--- src/rtl/cu_pkg.sv ---
// Shared encodings for the multi-cycle control sequencer: opcodes, opcode
// classes, top-level states and the bit layout of the packed control word.
package cu_pkg;

    localparam logic [4:0] OP_LD   = 5'd0;
    localparam logic [4:0] OP_LDI  = 5'd1;
    localparam logic [4:0] OP_ST   = 5'd2;
    localparam logic [4:0] OP_ADD  = 5'd3;
    localparam logic [4:0] OP_SUB  = 5'd4;
    localparam logic [4:0] OP_AND  = 5'd5;
    localparam logic [4:0] OP_OR   = 5'd6;
    localparam logic [4:0] OP_SHR  = 5'd7;
    localparam logic [4:0] OP_SHRA = 5'd8;
    localparam logic [4:0] OP_SHL  = 5'd9;
    localparam logic [4:0] OP_ROR  = 5'd10;
    localparam logic [4:0] OP_ROL  = 5'd11;
    localparam logic [4:0] OP_ADDI = 5'd12;
    localparam logic [4:0] OP_ANDI = 5'd13;
    localparam logic [4:0] OP_ORI  = 5'd14;
    localparam logic [4:0] OP_MUL  = 5'd15;
    localparam logic [4:0] OP_DIV  = 5'd16;
    localparam logic [4:0] OP_NEG  = 5'd17;
    localparam logic [4:0] OP_NOT  = 5'd18;
    localparam logic [4:0] OP_BR   = 5'd19;
    localparam logic [4:0] OP_JR   = 5'd20;
    localparam logic [4:0] OP_JAL  = 5'd21;
    localparam logic [4:0] OP_IN   = 5'd22;
    localparam logic [4:0] OP_OUT  = 5'd23;
    localparam logic [4:0] OP_MFHI = 5'd24;
    localparam logic [4:0] OP_MFLO = 5'd25;
    localparam logic [4:0] OP_NOP  = 5'd26;
    localparam logic [4:0] OP_HALT = 5'd27;

    typedef enum logic [4:0] {
        CLS_LD, CLS_LDI, CLS_ST, CLS_ALU_RR, CLS_ALU_RI, CLS_MULDIV, CLS_UNARY,
        CLS_BR, CLS_JR, CLS_JAL, CLS_IN, CLS_OUT, CLS_MFHI, CLS_MFLO, CLS_NOP,
        CLS_HALT, CLS_ILLEGAL
    } op_class_e;

    typedef enum logic [2:0] {
        ST_RESET, ST_FETCH, ST_EXEC, ST_PAUSED, ST_HALTED, ST_FAULT
    } top_state_e;

    localparam int CW_PCOUT     = 0;
    localparam int CW_MARIN     = 1;
    localparam int CW_INCPC     = 2;
    localparam int CW_ZIN       = 3;
    localparam int CW_ZLOWOUT   = 4;
    localparam int CW_ZHIGHOUT  = 5;
    localparam int CW_PCIN      = 6;
    localparam int CW_MD_READ   = 7;
    localparam int CW_MDRIN     = 8;
    localparam int CW_MDROUT    = 9;
    localparam int CW_IRIN      = 10;
    localparam int CW_GRA       = 11;
    localparam int CW_GRB       = 12;
    localparam int CW_GRC       = 13;
    localparam int CW_ROUT      = 14;
    localparam int CW_RIN       = 15;
    localparam int CW_BAOUT     = 16;
    localparam int CW_YIN       = 17;
    localparam int CW_ALU_EN    = 18;
    localparam int CW_CSIGNOUT  = 19;
    localparam int CW_LOIN      = 20;
    localparam int CW_HIIN      = 21;
    localparam int CW_LOOUT     = 22;
    localparam int CW_HIOUT     = 23;
    localparam int CW_CONIN     = 24;
    localparam int CW_INPORTOUT = 25;
    localparam int CW_OUTPORTIN = 26;
    localparam int CW_WRITE     = 27;
    localparam int CW_W         = 28;

    // One-hot masks so micro-steps read as a list of asserted signals.
    localparam logic [CW_W-1:0] M_PCOUT     = CW_W'(1) << CW_PCOUT;
    localparam logic [CW_W-1:0] M_MARIN     = CW_W'(1) << CW_MARIN;
    localparam logic [CW_W-1:0] M_INCPC     = CW_W'(1) << CW_INCPC;
    localparam logic [CW_W-1:0] M_ZIN       = CW_W'(1) << CW_ZIN;
    localparam logic [CW_W-1:0] M_ZLOWOUT   = CW_W'(1) << CW_ZLOWOUT;
    localparam logic [CW_W-1:0] M_ZHIGHOUT  = CW_W'(1) << CW_ZHIGHOUT;
    localparam logic [CW_W-1:0] M_PCIN      = CW_W'(1) << CW_PCIN;
    localparam logic [CW_W-1:0] M_MD_READ   = CW_W'(1) << CW_MD_READ;
    localparam logic [CW_W-1:0] M_MDRIN     = CW_W'(1) << CW_MDRIN;
    localparam logic [CW_W-1:0] M_MDROUT    = CW_W'(1) << CW_MDROUT;
    localparam logic [CW_W-1:0] M_IRIN      = CW_W'(1) << CW_IRIN;
    localparam logic [CW_W-1:0] M_GRA       = CW_W'(1) << CW_GRA;
    localparam logic [CW_W-1:0] M_GRB       = CW_W'(1) << CW_GRB;
    localparam logic [CW_W-1:0] M_GRC       = CW_W'(1) << CW_GRC;
    localparam logic [CW_W-1:0] M_ROUT      = CW_W'(1) << CW_ROUT;
    localparam logic [CW_W-1:0] M_RIN       = CW_W'(1) << CW_RIN;
    localparam logic [CW_W-1:0] M_BAOUT     = CW_W'(1) << CW_BAOUT;
    localparam logic [CW_W-1:0] M_YIN       = CW_W'(1) << CW_YIN;
    localparam logic [CW_W-1:0] M_ALU_EN    = CW_W'(1) << CW_ALU_EN;
    localparam logic [CW_W-1:0] M_CSIGNOUT  = CW_W'(1) << CW_CSIGNOUT;
    localparam logic [CW_W-1:0] M_LOIN      = CW_W'(1) << CW_LOIN;
    localparam logic [CW_W-1:0] M_HIIN      = CW_W'(1) << CW_HIIN;
    localparam logic [CW_W-1:0] M_LOOUT     = CW_W'(1) << CW_LOOUT;
    localparam logic [CW_W-1:0] M_HIOUT     = CW_W'(1) << CW_HIOUT;
    localparam logic [CW_W-1:0] M_CONIN     = CW_W'(1) << CW_CONIN;
    localparam logic [CW_W-1:0] M_INPORTOUT = CW_W'(1) << CW_INPORTOUT;
    localparam logic [CW_W-1:0] M_OUTPORTIN = CW_W'(1) << CW_OUTPORTIN;
    localparam logic [CW_W-1:0] M_WRITE     = CW_W'(1) << CW_WRITE;

    function automatic logic [2:0] last_step(op_class_e cls);
        case (cls)
            CLS_LD, CLS_ST:                  return 3'd7;
            CLS_MULDIV, CLS_BR:              return 3'd6;
            CLS_ALU_RR, CLS_ALU_RI, CLS_LDI: return 3'd5;
            CLS_UNARY, CLS_JAL:              return 3'd4;
            default:                         return 3'd3;
        endcase
    endfunction

    function automatic logic is_wait_step(op_class_e cls, logic [2:0] step);
        return (cls == CLS_LD && step == 3'd6) || (cls == CLS_ST && step == 3'd7);
    endfunction

endpackage

--- src/rtl/multicycle_control_seq_if.sv ---
// Datapath-facing bundle of the control sequencer; master drives the
// instruction/status inputs, slave is the sequencer itself.
interface multicycle_control_seq_if
    import cu_pkg::*;
#(
    parameter int DATA_W = 32,
    parameter int OPC_W  = 5
) ();

    logic              stop;
    logic [DATA_W-1:0] ir;
    logic              con_ff;
    logic              mem_ready;
    logic [CW_W-1:0]   ctrl;
    logic [OPC_W-1:0]  alu_op;
    logic              run;
    logic              clear;
    logic              fault;

    modport master (
        output stop, ir, con_ff, mem_ready,
        input  ctrl, alu_op, run, clear, fault
    );

    modport slave (
        input  stop, ir, con_ff, mem_ready,
        output ctrl, alu_op, run, clear, fault
    );

endinterface

--- src/rtl/cu_opcode_decoder.sv ---
// Combinational opcode classifier; anything outside the defined map is illegal.
module cu_opcode_decoder
    import cu_pkg::*;
#(
    parameter int OPC_W = 5
) (
    input  logic [OPC_W-1:0] opcode_i,
    output op_class_e        class_o,
    output logic             illegal_o
);

    logic [4:0] opc5;

    // NOTE: every output gets a default before the case so no latch is inferred.
    always_comb begin
        class_o = CLS_ILLEGAL;
        opc5    = 5'(opcode_i);
        if (opcode_i <= OPC_W'(OP_HALT)) begin
            case (opc5)
                OP_LD:                               class_o = CLS_LD;
                OP_LDI:                              class_o = CLS_LDI;
                OP_ST:                               class_o = CLS_ST;
                OP_ADD, OP_SUB, OP_AND, OP_OR,
                OP_SHR, OP_SHRA, OP_SHL, OP_ROR,
                OP_ROL:                              class_o = CLS_ALU_RR;
                OP_ADDI, OP_ANDI, OP_ORI:            class_o = CLS_ALU_RI;
                OP_MUL, OP_DIV:                      class_o = CLS_MULDIV;
                OP_NEG, OP_NOT:                      class_o = CLS_UNARY;
                OP_BR:                               class_o = CLS_BR;
                OP_JR:                               class_o = CLS_JR;
                OP_JAL:                              class_o = CLS_JAL;
                OP_IN:                               class_o = CLS_IN;
                OP_OUT:                              class_o = CLS_OUT;
                OP_MFHI:                             class_o = CLS_MFHI;
                OP_MFLO:                             class_o = CLS_MFLO;
                OP_NOP:                              class_o = CLS_NOP;
                OP_HALT:                             class_o = CLS_HALT;
                default:                             class_o = CLS_ILLEGAL;
            endcase
        end
    end

    assign illegal_o = (class_o == CLS_ILLEGAL);

endmodule

--- src/rtl/multicycle_control_seq.sv ---
// Fetch/decode/execute control sequencer with memory wait states, timeout,
// illegal-opcode fault, stop/resume and halt. Outputs are Moore-decoded.
module multicycle_control_seq
    import cu_pkg::*;
#(
    parameter int DATA_W      = 32,
    parameter int OPC_W       = 5,
    parameter int OPC_LSB     = 27,
    parameter int MEM_TIMEOUT = 15
) (
    input logic                     clock,
    input logic                     reset,
    multicycle_control_seq_if.slave bus
);

    localparam logic [7:0] WAIT_LIMIT = 8'(MEM_TIMEOUT - 1);

    top_state_e       state_q, state_d;
    logic [2:0]       step_q,  step_d;
    op_class_e        cls_q,   cls_d;
    logic [OPC_W-1:0] opc_q,   opc_d;
    logic [7:0]       wait_q,  wait_d;

    logic [DATA_W-1:0] ir_word;
    logic [OPC_W-1:0]  opcode;
    op_class_e         dec_cls;
    logic              dec_illegal;
    logic              in_wait;
    logic              mem_hold;
    logic [CW_W-1:0]   cw;
    logic              unused_ir;

    // Operand fields belong to the datapath; only the opcode is decoded here.
    assign ir_word   = bus.ir;
    assign opcode    = ir_word[OPC_LSB +: OPC_W];
    assign unused_ir = ^ir_word;

    cu_opcode_decoder #(.OPC_W(OPC_W)) u_decoder (
        .opcode_i  (opcode),
        .class_o   (dec_cls),
        .illegal_o (dec_illegal)
    );

    assign in_wait  = (state_q == ST_FETCH && step_q == 3'd1) ||
                      (state_q == ST_EXEC && is_wait_step(cls_q, step_q));
    assign mem_hold = in_wait && !bus.mem_ready;

    always_comb begin
        state_d = state_q;
        step_d  = step_q;
        cls_d   = cls_q;
        opc_d   = opc_q;
        wait_d  = '0;
        unique case (state_q)
            ST_RESET: begin
                state_d = ST_FETCH;
                step_d  = 3'd0;
            end
            ST_FETCH, ST_EXEC: begin
                if (mem_hold) begin
                    if (wait_q == WAIT_LIMIT) state_d = ST_FAULT;
                    else                      wait_d  = wait_q + 8'd1;
                end else if (state_q == ST_FETCH && step_q == 3'd2) begin
                    opc_d  = opcode;
                    cls_d  = dec_cls;
                    step_d = 3'd3;
                    if (dec_illegal)              state_d = ST_FAULT;
                    else if (dec_cls == CLS_HALT) state_d = ST_HALTED;
                    else                          state_d = ST_EXEC;
                end else if (state_q == ST_EXEC && step_q == last_step(cls_q)) begin
                    // Instruction boundary: the only point where stop is honoured.
                    step_d  = 3'd0;
                    state_d = bus.stop ? ST_PAUSED : ST_FETCH;
                end else begin
                    step_d = step_q + 3'd1;
                end
            end
            ST_PAUSED: begin
                if (!bus.stop) begin
                    state_d = ST_FETCH;
                    step_d  = 3'd0;
                end
            end
            default: ;
        endcase
    end

    // NOTE: sequential state uses non-blocking assignments so every register
    // samples the pre-edge values of the others.
    always_ff @(posedge clock) begin
        if (!reset) begin
            state_q <= ST_RESET;
            step_q  <= 3'd0;
            cls_q   <= CLS_NOP;
            opc_q   <= '0;
            wait_q  <= '0;
        end else begin
            state_q <= state_d;
            step_q  <= step_d;
            cls_q   <= cls_d;
            opc_q   <= opc_d;
            wait_q  <= wait_d;
        end
    end

    always_comb begin
        cw = '0;
        unique case (state_q)
            ST_FETCH: begin
                case (step_q)
                    3'd0:    cw = M_PCOUT | M_MARIN | M_INCPC | M_ZIN;
                    3'd1:    cw = M_ZLOWOUT | M_PCIN | M_MD_READ | M_MDRIN;
                    3'd2:    cw = M_MDROUT | M_IRIN;
                    default: cw = '0;
                endcase
            end
            ST_EXEC: begin
                unique case (cls_q)
                    CLS_ALU_RR, CLS_ALU_RI: begin
                        case (step_q)
                            3'd3:    cw = M_GRB | M_ROUT | M_YIN;
                            3'd4:    cw = M_ALU_EN | M_ZIN |
                                          ((cls_q == CLS_ALU_RI) ? M_CSIGNOUT : (M_GRC | M_ROUT));
                            3'd5:    cw = M_ZLOWOUT | M_GRA | M_RIN;
                            default: cw = '0;
                        endcase
                    end
                    CLS_MULDIV: begin
                        case (step_q)
                            3'd3:    cw = M_GRA | M_ROUT | M_YIN;
                            3'd4:    cw = M_GRB | M_ROUT | M_ALU_EN | M_ZIN;
                            3'd5:    cw = M_ZLOWOUT | M_LOIN;
                            3'd6:    cw = M_ZHIGHOUT | M_HIIN;
                            default: cw = '0;
                        endcase
                    end
                    CLS_UNARY: begin
                        case (step_q)
                            3'd3:    cw = M_GRB | M_ROUT | M_ALU_EN | M_ZIN;
                            3'd4:    cw = M_ZLOWOUT | M_GRA | M_RIN;
                            default: cw = '0;
                        endcase
                    end
                    CLS_LD, CLS_LDI, CLS_ST: begin
                        case (step_q)
                            3'd3:    cw = M_GRB | M_BAOUT | M_YIN;
                            3'd4:    cw = M_CSIGNOUT | M_ALU_EN | M_ZIN;
                            3'd5:    cw = M_ZLOWOUT | ((cls_q == CLS_LDI) ? (M_GRA | M_RIN) : M_MARIN);
                            3'd6:    cw = (cls_q == CLS_LD) ? (M_MD_READ | M_MDRIN)
                                                            : (M_GRA | M_ROUT | M_MDRIN);
                            3'd7:    cw = (cls_q == CLS_LD) ? (M_MDROUT | M_GRA | M_RIN) : M_WRITE;
                            default: cw = '0;
                        endcase
                    end
                    CLS_BR: begin
                        case (step_q)
                            3'd3:    cw = M_GRA | M_ROUT | M_CONIN;
                            3'd4:    cw = M_PCOUT | M_YIN;
                            3'd5:    cw = M_CSIGNOUT | M_ALU_EN | M_ZIN;
                            3'd6:    cw = bus.con_ff ? (M_ZLOWOUT | M_PCIN) : '0;
                            default: cw = '0;
                        endcase
                    end
                    CLS_JAL:  cw = (step_q == 3'd3) ? (M_PCOUT | M_GRB | M_RIN) : (M_GRA | M_ROUT | M_PCIN);
                    CLS_JR:   cw = M_GRA | M_ROUT | M_PCIN;
                    CLS_IN:   cw = M_INPORTOUT | M_GRA | M_RIN;
                    CLS_OUT:  cw = M_GRA | M_ROUT | M_OUTPORTIN;
                    CLS_MFHI: cw = M_HIOUT | M_GRA | M_RIN;
                    CLS_MFLO: cw = M_LOOUT | M_GRA | M_RIN;
                    default:  cw = '0;
                endcase
            end
            default: cw = '0;
        endcase
    end

    // Address arithmetic for memory and branch classes always uses add.
    assign bus.alu_op = !cw[CW_ALU_EN] ? '0 :
                        (cls_q inside {CLS_LD, CLS_LDI, CLS_ST, CLS_BR}) ? OPC_W'(OP_ADD) : opc_q;
    assign bus.ctrl   = cw;
    assign bus.run    = (state_q == ST_FETCH) || (state_q == ST_EXEC);
    assign bus.clear  = (state_q == ST_RESET);
    assign bus.fault  = (state_q == ST_FAULT);

endmodule

--- src/flat_wrapper.sv ---
// flat-port wrapper written by rule: the top's interface ports become plain ports
module multicycle_control_seq_flat import cu_pkg::*;
#(
    parameter int DATA_W      = 32,
    parameter int OPC_W       = 5,
    parameter int OPC_LSB     = 27,
    parameter int MEM_TIMEOUT = 15
)
  (clock, reset, bus_stop, bus_ir, bus_con_ff, bus_mem_ready, bus_ctrl, bus_alu_op, bus_run, bus_clear, bus_fault);
  multicycle_control_seq_if #(.DATA_W(DATA_W), .OPC_W(OPC_W)) bus_i ();
  input logic clock;
  input logic reset;
  input wire logic [$bits(bus_i.stop)-1:0] bus_stop;
  input wire logic [$bits(bus_i.ir)-1:0] bus_ir;
  input wire logic [$bits(bus_i.con_ff)-1:0] bus_con_ff;
  input wire logic [$bits(bus_i.mem_ready)-1:0] bus_mem_ready;
  output wire logic [$bits(bus_i.ctrl)-1:0] bus_ctrl;
  output wire logic [$bits(bus_i.alu_op)-1:0] bus_alu_op;
  output wire logic [$bits(bus_i.run)-1:0] bus_run;
  output wire logic [$bits(bus_i.clear)-1:0] bus_clear;
  output wire logic [$bits(bus_i.fault)-1:0] bus_fault;
  assign bus_i.stop = bus_stop;
  assign bus_i.ir = bus_ir;
  assign bus_i.con_ff = bus_con_ff;
  assign bus_i.mem_ready = bus_mem_ready;
  assign bus_ctrl = bus_i.ctrl;
  assign bus_alu_op = bus_i.alu_op;
  assign bus_run = bus_i.run;
  assign bus_clear = bus_i.clear;
  assign bus_fault = bus_i.fault;
  multicycle_control_seq #(.DATA_W(DATA_W), .OPC_W(OPC_W), .OPC_LSB(OPC_LSB), .MEM_TIMEOUT(MEM_TIMEOUT)) u_core (.clock(clock), .reset(reset), .bus(bus_i));
endmodule
--- config.mk ---
export PLATFORM = sky130hd
export DESIGN_NAME = multicycle_control_seq_flat
export DESIGN_NICKNAME = d
export VERILOG_FILES = /design/src/rtl/cu_pkg.sv /design/src/rtl/multicycle_control_seq_if.sv /design/src/rtl/cu_opcode_decoder.sv /design/src/rtl/multicycle_control_seq.sv /design/src/flat_wrapper.sv
export SDC_FILE = /design/constraint.sdc
export NUM_CORES = 1
export LEC_CHECK = 0
export ABC_CLOCK_PERIOD_IN_PS = 2540
export BUFFER_PORTS_ARGS = -buffer_cell sky130_fd_sc_hd__buf_2
export CORE_MARGIN = 3
export CORE_UTILIZATION = 40
export DETAILED_ROUTE_END_ITERATION = 8
export HOLD_SLACK_MARGIN = 0.08
export PLACE_DENSITY = 0.75
export SYNTH_ARGS = -nofsm -noshare
export SYNTH_HDL_FRONTEND = slang
export SYNTH_SLANG_ARGS = --single-unit
--- constraint.sdc ---
create_clock -name clock -period 2.54 [get_ports clock]
set_input_delay 0.381 -clock clock [delete_from_list [all_inputs] [get_ports clock]]
set_output_delay 0.381 -clock clock [all_outputs]
set_load 0.005 [all_outputs]
==> impl_metrics.py, run 1 <==
metrics = {
    "status": {
        "status": "complete, no violations",
    },
    "logic_synthesis": {
        "ys.flop_type": "dfxtp_1",
        "synthCells": 336,
        "synth_top_area_share_pct": 22.7,
        "yosysWarnings": 0,
        "synth_largest_area_cell": "dfxtp_1",
        "yosysSeqAreaShare_pct": 22.7,
        "syn_area_per_cell_sq_um": 7.08,
        "synthTopCellsByArea": "dfxtp_1, nand2_1, a21oi_1, ha_1, nor2_1",
        "syn-num-nets": 385,
        "ys_types": 65,
        "synth_edf_count": 0,
        "synthesis.area_sq_mm": 0.00238,
        "ys_ff_latch": 27,
        "synthArstFlopShare_pct": 0,
    },
    "route": {
        "viasPerCell": 5.78,
        "first_iter_violations": 174,
        "drtPass1Iterations": 5,
        "drc": 0,
        "routed_wl_mm": 7.07,
        "ant_nets": 0,
        "wire_per_inst_um": 15.0,
        "dr_total_vias": 2735,
    },
    "clock_network": {
        "path_clk_slew_ps": 90,
        "insertion_delay_ps": 280,
        "numClockSinks": 27,
        "clock_tree.buffer_depth": 2,
        "hold_buffers": 0,
        "cts_buffers": 3,
        "clockRootBuffer": "clkbuf_8",
        "cts_tree": "built",
        "ctsHtreeMaxLevel": 1,
    },
    "timing": {
        "timing.fmax_mhz": 397,
        "hold_violations": 0,
        "report.final.slew_viol_count": 0,
        "maxSlewHeadroom_pct": 55.5,
        "rsz0062_at_grt": "true",
        "setup_viol": 0,
        "finalCriticalPeriod_ps": 2520,
        "clock_skew_ps": 8.77,
        "fin_crit_sh_pct": 99.1,
        "tightest_slew_ps": 665,
    },
    "floorplan": {
        "dieArea_sq_mm": 0.00691,
        "core_sq_mm": 0.00564,
        "start_util_pct": 42.2,
        "die_y_um": 83.1,
        "rows": 27,
        "io_pins": 73,
        "chipWidth_um": 83.1,
    },
    "layout": {
        "nFillCells": 540,
        "syn_to_final_growth_pct": 28.6,
        "layout_common_cells": "nand2_1, buf_2, buf_4",
        "final_nets": 451,
        "instances_no_fill": 473,
        "final_common_cell": "nand2_1",
        "drive_gt1_share_pct": 32.9,
        "stdcell_area_sq_mm": 0.00306,
        "fin_util_pct": 54.2,
        "insertedDiodeCount": 0,
    },
    "setup_path": {
        "cp-end-kind": "output port",
        "arrival_ps": 2140,
        "required_ps": 2160,
        "start_kind": "register",
        "crit_path_max_fanout": 4,
        "crit_type": "reg -> out",
        "r2r_slack_ps": 110,
    },
    "global_route": {
        "grt_max_degree": 18,
        "grt_pass1_wl_mm": 11.6,
        "grt.total_usage_pct": 19.7,
        "grt.overflow.total": 0,
        "grt_pass1_vias": 2566,
        "antenna_found_initial": 0,
    },
    "place": {
        "placed_area_sq_mm": 0.00284,
        "hpwl_mm": 5.33,
        "io_buffers": 45,
        "dp.cells": 464,
        "place_congestion": 0.964,
    },
    "pwr": {
        "cellPowerDensity_mw_per_mm2": 584,
        "ir_drop_uv": 261,
        "p_leak_nw": 1.28,
        "power_w": 0.00179,
    },
    "worst_hold_path": {
        "hp-class": "in -> reg",
    },
    "run": {
        "cap_violations": 0,
    },
}
[power breakdown]
| part | switching, W | internal (W) |
|---|---|---|
| combinational | 0.000555 | 0.000436 |
| clock | 0.000135 | 0.000110 |
| sequential | 0.0000642 | 0.000486 |
[per-layer routing]
metal	global-route usage [%]	wire length, um
met3	2.08	490
met5	0	0
met2	34.4	3390
met1	23.6	2960
met4	10.1	235
[cells in the mapped netlist (2+ instances only)]
cell and count:
or4_1 2, buf_2 2, dfxtp_1 27, nand3b_1 4
o21ai_1 3, clkbuf_1 17, o21ai_0 15, and3_1 4
o32a_1 2, a31oi_1 6, a211oi_1 5, o41ai_2 2
nand2_1 48, buf_6 2, nor3b_1 3, o41ai_1 2
or2_1 2, nand3_1 10, inv_1 16, nor2_1 33
or3_1 5, or2_2 2, a21oi_1 30, and2_1 4
o21a_1 3, o211a_1 2, nand2b_1 8, nand4_1 7
nor2b_1 3, nor3_1 7, ha_1 12, xnor2_1 4
or3b_1 2, mux2i_1 2, nor4_1 4, o211ai_1 3
xor2_1 5
[worst max-delay path, cell delays in order (launching register included)]
cell and delay, ps:
dfxtp_4 370, ha_4 170, ha_4 160, nand3_2 70, nor2_2 40, o211a_1 210, o31a_1 350, buf_6 150
or2_1 210, buf_2 130
[cell type report]
class / instances / area, sq um / area share, %
timing repair buffer: 85 / 529 / 17.3
sequential: 27 / 557 / 18.2
inverter: 16 / 60.1 / 1.96
tap: 72 / 90.1 / 2.95
clock inverter: 1 / 5.00 / 0.164
clock buffer: 3 / 41.3 / 1.35
multi-input combinational: 269 / 1780 / 58.1
[metrics by stage]
stage                     hold WS, ps  setup WS (ps)  setup TNS [ps]
final                             390           22.1               0
after detailed placement          445          -63.2           -63.2
after global routing              400          -24.9           -93.2
after CTS                         389           6.05               0
after global placement            441          -51.5           -51.5
after floorplan                   432           11.1               0
[worst paths after layout]
kind / start / to / depth (start not counted)
worst max-delay path: u_core.step_q[1]$_SDFFE_PN0P_ / bus_ctrl[3] / 9
worst min-delay path: reset / u_core.cls_q[1]$_SDFFE_PN1N_ / 2
worst max register to register: u_core.step_q[0]$_SDFFE_PN0P_ / u_core.state_q[1]$_SDFFE_PN0P_ / 9
worst min register to register: u_core.opc_q[4]$_SDFFE_PN0N_ / u_core.opc_q[4]$_SDFFE_PN0N_ / 2
[cell families (layout without fill, tap and decap cells)]
group,count (synthesis),after routing,share of synthesized area (%)
buffers and inverters,40,105,7.63
DFF,27,27,22.7
adders and majority gates,12,12,6.31
AOI/OAI and AO/OA,88,88,24.9
muxes,2,2,0.842
xor gates and xnor gates,9,9,3.31
and+or+nand+nor,158,158,34.2
[what timing repair did]
| item | in CTS | in global routing |
|---|---|---|
| endpoints found under the setup margin | 8 | 20 |
| gates resized for setup | 12 | 27 |
| pin swaps | 1 | 6 |
| setup buffers | 3 | 2 |
No activity file was read; power rests on OpenSTA's default activity.
==> run 2: changes to the inputs <==
CTS_BUF_LIST = sky130_fd_sc_hd__clkbuf_16   (was unset)
RECOVER_POWER = 50   (was unset)
==> run 2 against run 1 <==
Routed wire length increased by 2.2%. Largest cell class unchanged. Via count decreased by 0.11%. Critical path depth unchanged. Global-route usage decreased by 0.28 points. Count of clock-buffer cells in the layout unchanged. Setup slack improved by 40 ps. Maximum frequency increased by 1.6%. Combinational power about the same. First-iteration DRC count increased by 40%.
==> impl_metrics.py, run 2 (synthesis gave the netlist of run 1 again) <==
metrics = {
    "floorplan": {
        "io_pins": 73,
        "start_util_pct": 42.2,
        "dieArea_sq_mm": 0.00691,
        "die_y_um": 83.1,
        "chipWidth_um": 83.1,
        "rows": 27,
        "core_sq_mm": 0.00564,
    },
    "global_route": {
        "grt.busiest_layer": "met2",
        "met2_usage_pct": 34.5,
        "grt.total_usage_pct": 19.4,
        "antenna_found_initial": 0,
        "met3_usage_pct": 2.18,
        "grt_pass1_wl_mm": 11.5,
        "grt_max_degree": 18,
        "grt.overflow.total": 0,
        "gr-usage-met1_pct": 23.1,
        "grt_pass1_vias": 2571,
    },
    "pwr": {
        "pwr-share-seq_pct": 29.2,
        "p_int_w": 0.00112,
        "p_leak_nw": 1.25,
        "cellPowerDensity_mw_per_mm2": 615,
        "switching_share_pct": 41.1,
        "p_switching_w": 0.000782,
        "comb_power_share_pct": 52.2,
        "ir_drop_uv": 338,
        "p_clk_share_pct": 18.7,
    },
    "clock_network": {
        "insertion_delay_ps": 260,
        "clock_tree.buffer_depth": 2,
        "hold_buffers": 0,
        "clockRootBuffer": "clkbuf_16",
        "path_clk_slew_ps": 70,
        "cts_buffers": 3,
        "ctsHtreeMaxLevel": 1,
        "cts_tree": "built",
        "numClockSinks": 27,
    },
    "timing": {
        "rsz0062_at_grt": "false",
        "finalCriticalPeriod_ps": 2480,
        "report.final.slew_viol_count": 0,
        "maxSlewHeadroom_pct": 56.8,
        "fin_crit_sh_pct": 97.5,
        "setup_ws_ps": 62.6,
        "clock_skew_ps": 5.10,
        "hold_violations": 0,
        "setup_viol": 0,
        "tightest_slew_ps": 645,
        "timing.fmax_mhz": 404,
    },
    "layout": {
        "drive_gt1_share_pct": 30.7,
        "fin_util_pct": 54.9,
        "final_common_cell": "nand2_1",
        "layout_common_cells": "nand2_1, buf_2, buf_4",
        "nFillCells": 528,
        "syn_to_final_growth_pct": 30.1,
        "final_nets": 448,
        "insertedDiodeCount": 0,
    },
    "setup_path": {
        "crit_path_cell_trace": "ha_4 -> ha_4 -> nand3_2 -> nor2_2 -> o211a_1 -> o31a_1 -> buf_6 -> or2_1 -> buf_2",
        "cpMostUsedCell": "ha_4",
        "crit_path_max_fanout": 4,
        "slowest_delay_ps": 370,
        "cp-end-kind": "output port",
        "required_ps": 2160,
        "crit_type": "reg -> out",
        "start_kind": "register",
        "critical_path.top_delay_family": "compound AO/OA/AOI/OAI gates",
        "cp_num_buf_inv": 2,
        "arrival_ps": 2100,
        "critPathSlowestCell": "dfxtp_4",
    },
    "place": {
        "io_buffers": 45,
        "dpl_worst_slack_ps": -63.2,
        "hpwl_mm": 5.33,
        "place_congestion": 0.964,
    },
    "route": {
        "viasPerCell": 5.81,
        "dr_total_vias": 2732,
        "drtPass1Iterations": 5,
        "first_iter_violations": 244,
        "routed_wl_mm": 7.23,
        "ant_nets": 0,
        "drc": 0,
        "wire_per_inst_um": 15.4,
    },
    "status": {
        "status": "complete, no violations",
    },
    "worst_hold_path": {
        "hp-class": "in -> reg",
    },
    "run": {
        "cap_violations": 0,
    },
}
[run 2: worst reg2reg max path, cell delays in order (launching register included)]
cell	delay, ps
dfxtp_4	360
buf_12	130
clkinvlp_4	110
ha_2	310
nand3b_1	100
a2111o_1	480
a21oi_4	230
nor3_2	90
nor3_2	260
mux2i_1	200
[run 2: cell type report]
cell class,instances,area (sq um),area share [%]
timing repair buffer,82,510,16.5
clock buffer,3,75.1,2.43
clock inverter,1,5.00,0.162
multi-input combinational,269,1800,58.1
sequential,27,553,17.9
tap,72,90.1,2.91
inverter,16,63.8,2.06
[run 2: path summary, 6_finish.rpt]
check / start / end / slack [ps] / depth (start not counted)
worst max-delay path: u_core.step_q[1]$_SDFFE_PN0P_ / bus_ctrl[3] / 60 / 9
worst min-delay path: reset / u_core.cls_q[1]$_SDFFE_PN1N_ / 410 / 2
worst max register to register: u_core.step_q[0]$_SDFFE_PN0P_ / u_core.state_q[1]$_SDFFE_PN0P_ / 220 / 9
worst min register to register: u_core.opc_q[3]$_SDFFE_PN0N_ / u_core.opc_q[3]$_SDFFE_PN0N_ / 450 / 2
[run 2: timing repair]
item / in CTS / in global routing
endpoints found under the setup margin: 8 / 14
pin swaps: 2 / 5
gates resized for setup: 7 / 38
buffers inserted: 2 / 0
[run 2: through the flow]
stage | TNS (ps) | std cells | power [W] | hold WS, ps | instance area [sq um]
floorplan | 0 | 336 | 0.00109 | 432 | 2380
global placement | -51.5 | 464 | 0.00141 | 441 | 2840
detailed placement | -63.2 | 464 | 0.00142 | 445 | 2840
CTS | 0 | 470 | 0.00181 | 410 | 2960
global route | 0 | 470 | 0.00204 | 430 | 3100
finish | 0 | 470 | 0.00190 | 414 | 3100
[run 2: power groups by stage]
| stage | logic (W) | registers [W] | clock network (W) |
|---|---|---|---|
| floorplan | 0.000587 | 0.000508 | 0 |
| global placement | 0.000863 | 0.000544 | 0 |
| detailed placement | 0.000877 | 0.000548 | 0 |
| CTS | 0.000912 | 0.000540 | 0.000360 |
| global route | 0.00110 | 0.000562 | 0.000381 |
| finish | 0.000993 | 0.000555 | 0.000355 |
[run 2: routing by layer]
layer  wire length (um)  up-vias
met3                423       31
met4                256        0
met2               3530      125
li1                   -     1321
met1               3020     1255
met5                  0        -
==> run 3: changes to the inputs <==
SETUP_SLACK_MARGIN = 0.3   (was unset)
==> run 3 against run 2 <==
Critical path type unchanged. Largest cell class unchanged. Clock power shrank 1%. Clock skew shrank 1.4 ps. Sequential power shrank 3%. Sequential cell count is the same. Sequential share of layout area shrank 0.72 points. Hold slack gained 7.6 ps. Via count grew 2.1%.
==> impl_metrics.py, run 3 (synthesis gave the netlist of run 1 again) <==
metrics = {
    "status": {
        "status": "complete, no violations",
    },
    "layout": {
        "drive_gt1_share_pct": 34.3,
        "instances_no_fill": 483,
        "fin_util_pct": 58.4,
        "nFillCells": 494,
        "insertedDiodeCount": 0,
        "final_common_cell": "nand2_1",
        "syn_to_final_growth_pct": 38.4,
        "final_nets": 461,
        "layout_common_cells": "nand2_1, buf_4, buf_2",
    },
    "floorplan": {
        "start_util_pct": 42.2,
        "rows": 27,
        "dieArea_sq_mm": 0.00691,
        "die_y_um": 83.1,
        "io_pins": 73,
        "chipWidth_um": 83.1,
        "core_sq_mm": 0.00564,
    },
    "route": {
        "viasPerCell": 5.77,
        "ant_nets": 0,
        "drc": 0,
        "drtPass1Iterations": 6,
        "dr_total_vias": 2789,
        "wire_per_inst_um": 15.5,
        "first_iter_violations": 210,
        "routed_wl_mm": 7.46,
    },
    "global_route": {
        "grt_pass1_vias": 2580,
        "antenna_found_initial": 0,
        "grt_max_degree": 18,
        "grt.overflow.total": 0,
        "grt_pass1_wl_mm": 12.3,
        "grt.total_usage_pct": 20.8,
    },
    "pwr": {
        "pwr-share-seq_pct": 27.6,
        "comb_power_share_pct": 54.5,
        "p_clk_share_pct": 17.9,
        "p_int_w": 0.00116,
        "cellPowerDensity_mw_per_mm2": 594,
        "ir_drop_uv": 341,
        "p_switching_w": 0.000791,
        "switching_share_pct": 40.5,
        "p_leak_nw": 1.36,
    },
    "clock_network": {
        "insertion_delay_ps": 260,
        "numClockSinks": 27,
        "cts_buffers": 3,
        "path_clk_slew_ps": 60,
        "cts_tree": "built",
        "clock_tree.buffer_depth": 2,
        "hold_buffers": 0,
        "clockRootBuffer": "clkbuf_16",
        "ctsHtreeMaxLevel": 1,
    },
    "setup_path": {
        "slowest_delay_ps": 360,
        "critPathSlowestCell": "dfxtp_4",
        "cp-end-kind": "output port",
        "required_ps": 2160,
        "start_kind": "register",
        "crit_path_max_fanout": 4,
        "timing.rr.start": "u_core.state_q[0]$_SDFFE_PN0P_",
        "crit_type": "reg -> out",
        "crit_path_cell_trace": "ha_4 -> ha_4 -> buf_6 -> buf_6 -> a21oi_4 -> a21oi_2 -> o41ai_2 -> a21oi_1 -> a31oi_1 -> buf_2",
        "critPathLaunch": "u_core.step_q[1]$_SDFFE_PN0P_",
        "arrival_ps": 2110,
    },
    "timing": {
        "fin_crit_sh_pct": 98.0,
        "timing.fmax_mhz": 402,
        "hold_violations": 0,
        "setup_viol": 0,
        "tightest_slew_ps": 642,
        "tns_ps": 0,
        "clock_skew_ps": 3.69,
        "finalCriticalPeriod_ps": 2490,
        "setup_ws_ps": 50.0,
        "rsz0062_at_grt": "true",
        "report.final.slew_viol_count": 0,
        "maxSlewHeadroom_pct": 57.0,
    },
    "worst_hold_path": {
        "hp-start": "reset",
        "hp-class": "in -> reg",
    },
    "place": {
        "dpl_worst_slack_ps": -90.5,
        "hpwl_mm": 5.26,
        "io_buffers": 45,
        "dp.cells": 457,
        "place_congestion": 0.958,
    },
    "run": {
        "cap_violations": 0,
    },
}
==> run 3: cell types whose count changed in the layout (fill, tap and decap cells not counted), sizes merged <==
| cell | before | now |
|---|---|---|
| buf | 69 | 85 |
| clkbuf | 16 | 13 |
| clkinv | 1 | 0 |
| clkinvlp | 1 | 0 |
| inv | 15 | 17 |
==> run 3: what timing repair did <==
action | in CTS | in global routing
cloned | 0 | 0
pin swaps | 18 | 9
setup buffers | 17 | 5
resized for setup | 46 | 20
endpoints found under the setup margin | 23 | 23
==> run 3: worst max-delay path: cells and delay by family, from the launching register on <==
family	cells	cell delay, ps
buffers and inverters	3	360
adder cells (fa/ha/maj)	2	340
AO/OA/AOI/OAI	5	790
flip-flops	1	360
==> run 3: final cells by class <==
| class | instances | area, sq um | share of cell area [%] |
|---|---|---|---|
| Sequential cell | 27 | 564 | 17.1 |
| Multi-Input combinational cell | 269 | 1890 | 57.4 |
| Inverter | 16 | 62.6 | 1.90 |
| Clock inverter | 1 | 3.75 | 0.114 |
| Timing Repair Buffer | 95 | 607 | 18.4 |
| Tap cell | 72 | 90.1 | 2.74 |
| Clock buffer | 3 | 75.1 | 2.28 |
==> run 3: final timing paths <==
kind | end | depth (start not counted) | slack (ps)
setup / recovery | bus_ctrl[11] | 10 | 50
hold / removal | u_core.cls_q[1]$_SDFFE_PN1N_ | 2 | 420
setup reg to reg | u_core.state_q[1]$_SDFFE_PN0P_ | 7 | 250
hold reg to reg | u_core.opc_q[3]$_SDFFE_PN0N_ | 2 | 450
==> run 3: metrics by stage <==
step	cell area (sq um)	power [W]	hold WS, ps
2_1_floorplan	2410	0.00110	432
6_report	3290	0.00196	422
3_3_place_gp	2810	0.00137	440
4_1_cts	3200	0.00188	413
5_1_grt	3290	0.00208	429
3_5_place_dp	2810	0.00139	446
==> run 3: power groups by stage <==
stage / Sequential [W] / Clock [W] / Combinational (W)
2_1_floorplan: 0.000508 / 0 / 0.000591
3_3_place_gp: 0.000539 / 0 / 0.000831
3_5_place_dp: 0.000541 / 0 / 0.000849
4_1_cts: 0.000535 / 0.000357 / 0.000988
5_1_grt: 0.000547 / 0.000372 / 0.00116
6_report: 0.000540 / 0.000350 / 0.00107
==> run 3: layer usage <==
| layer | vias to the layer above | GRT usage [%] | wire length [um] |
|---|---|---|---|
| met2 | 126 | 34.5 | 3540 |
| met5 | - | 0 | 0 |
| met1 | 1294 | 27.6 | 3210 |
| li1 | 1353 | - | - |
| met3 | 16 | 2.48 | 513 |
| met4 | 0 | 7.88 | 206 |
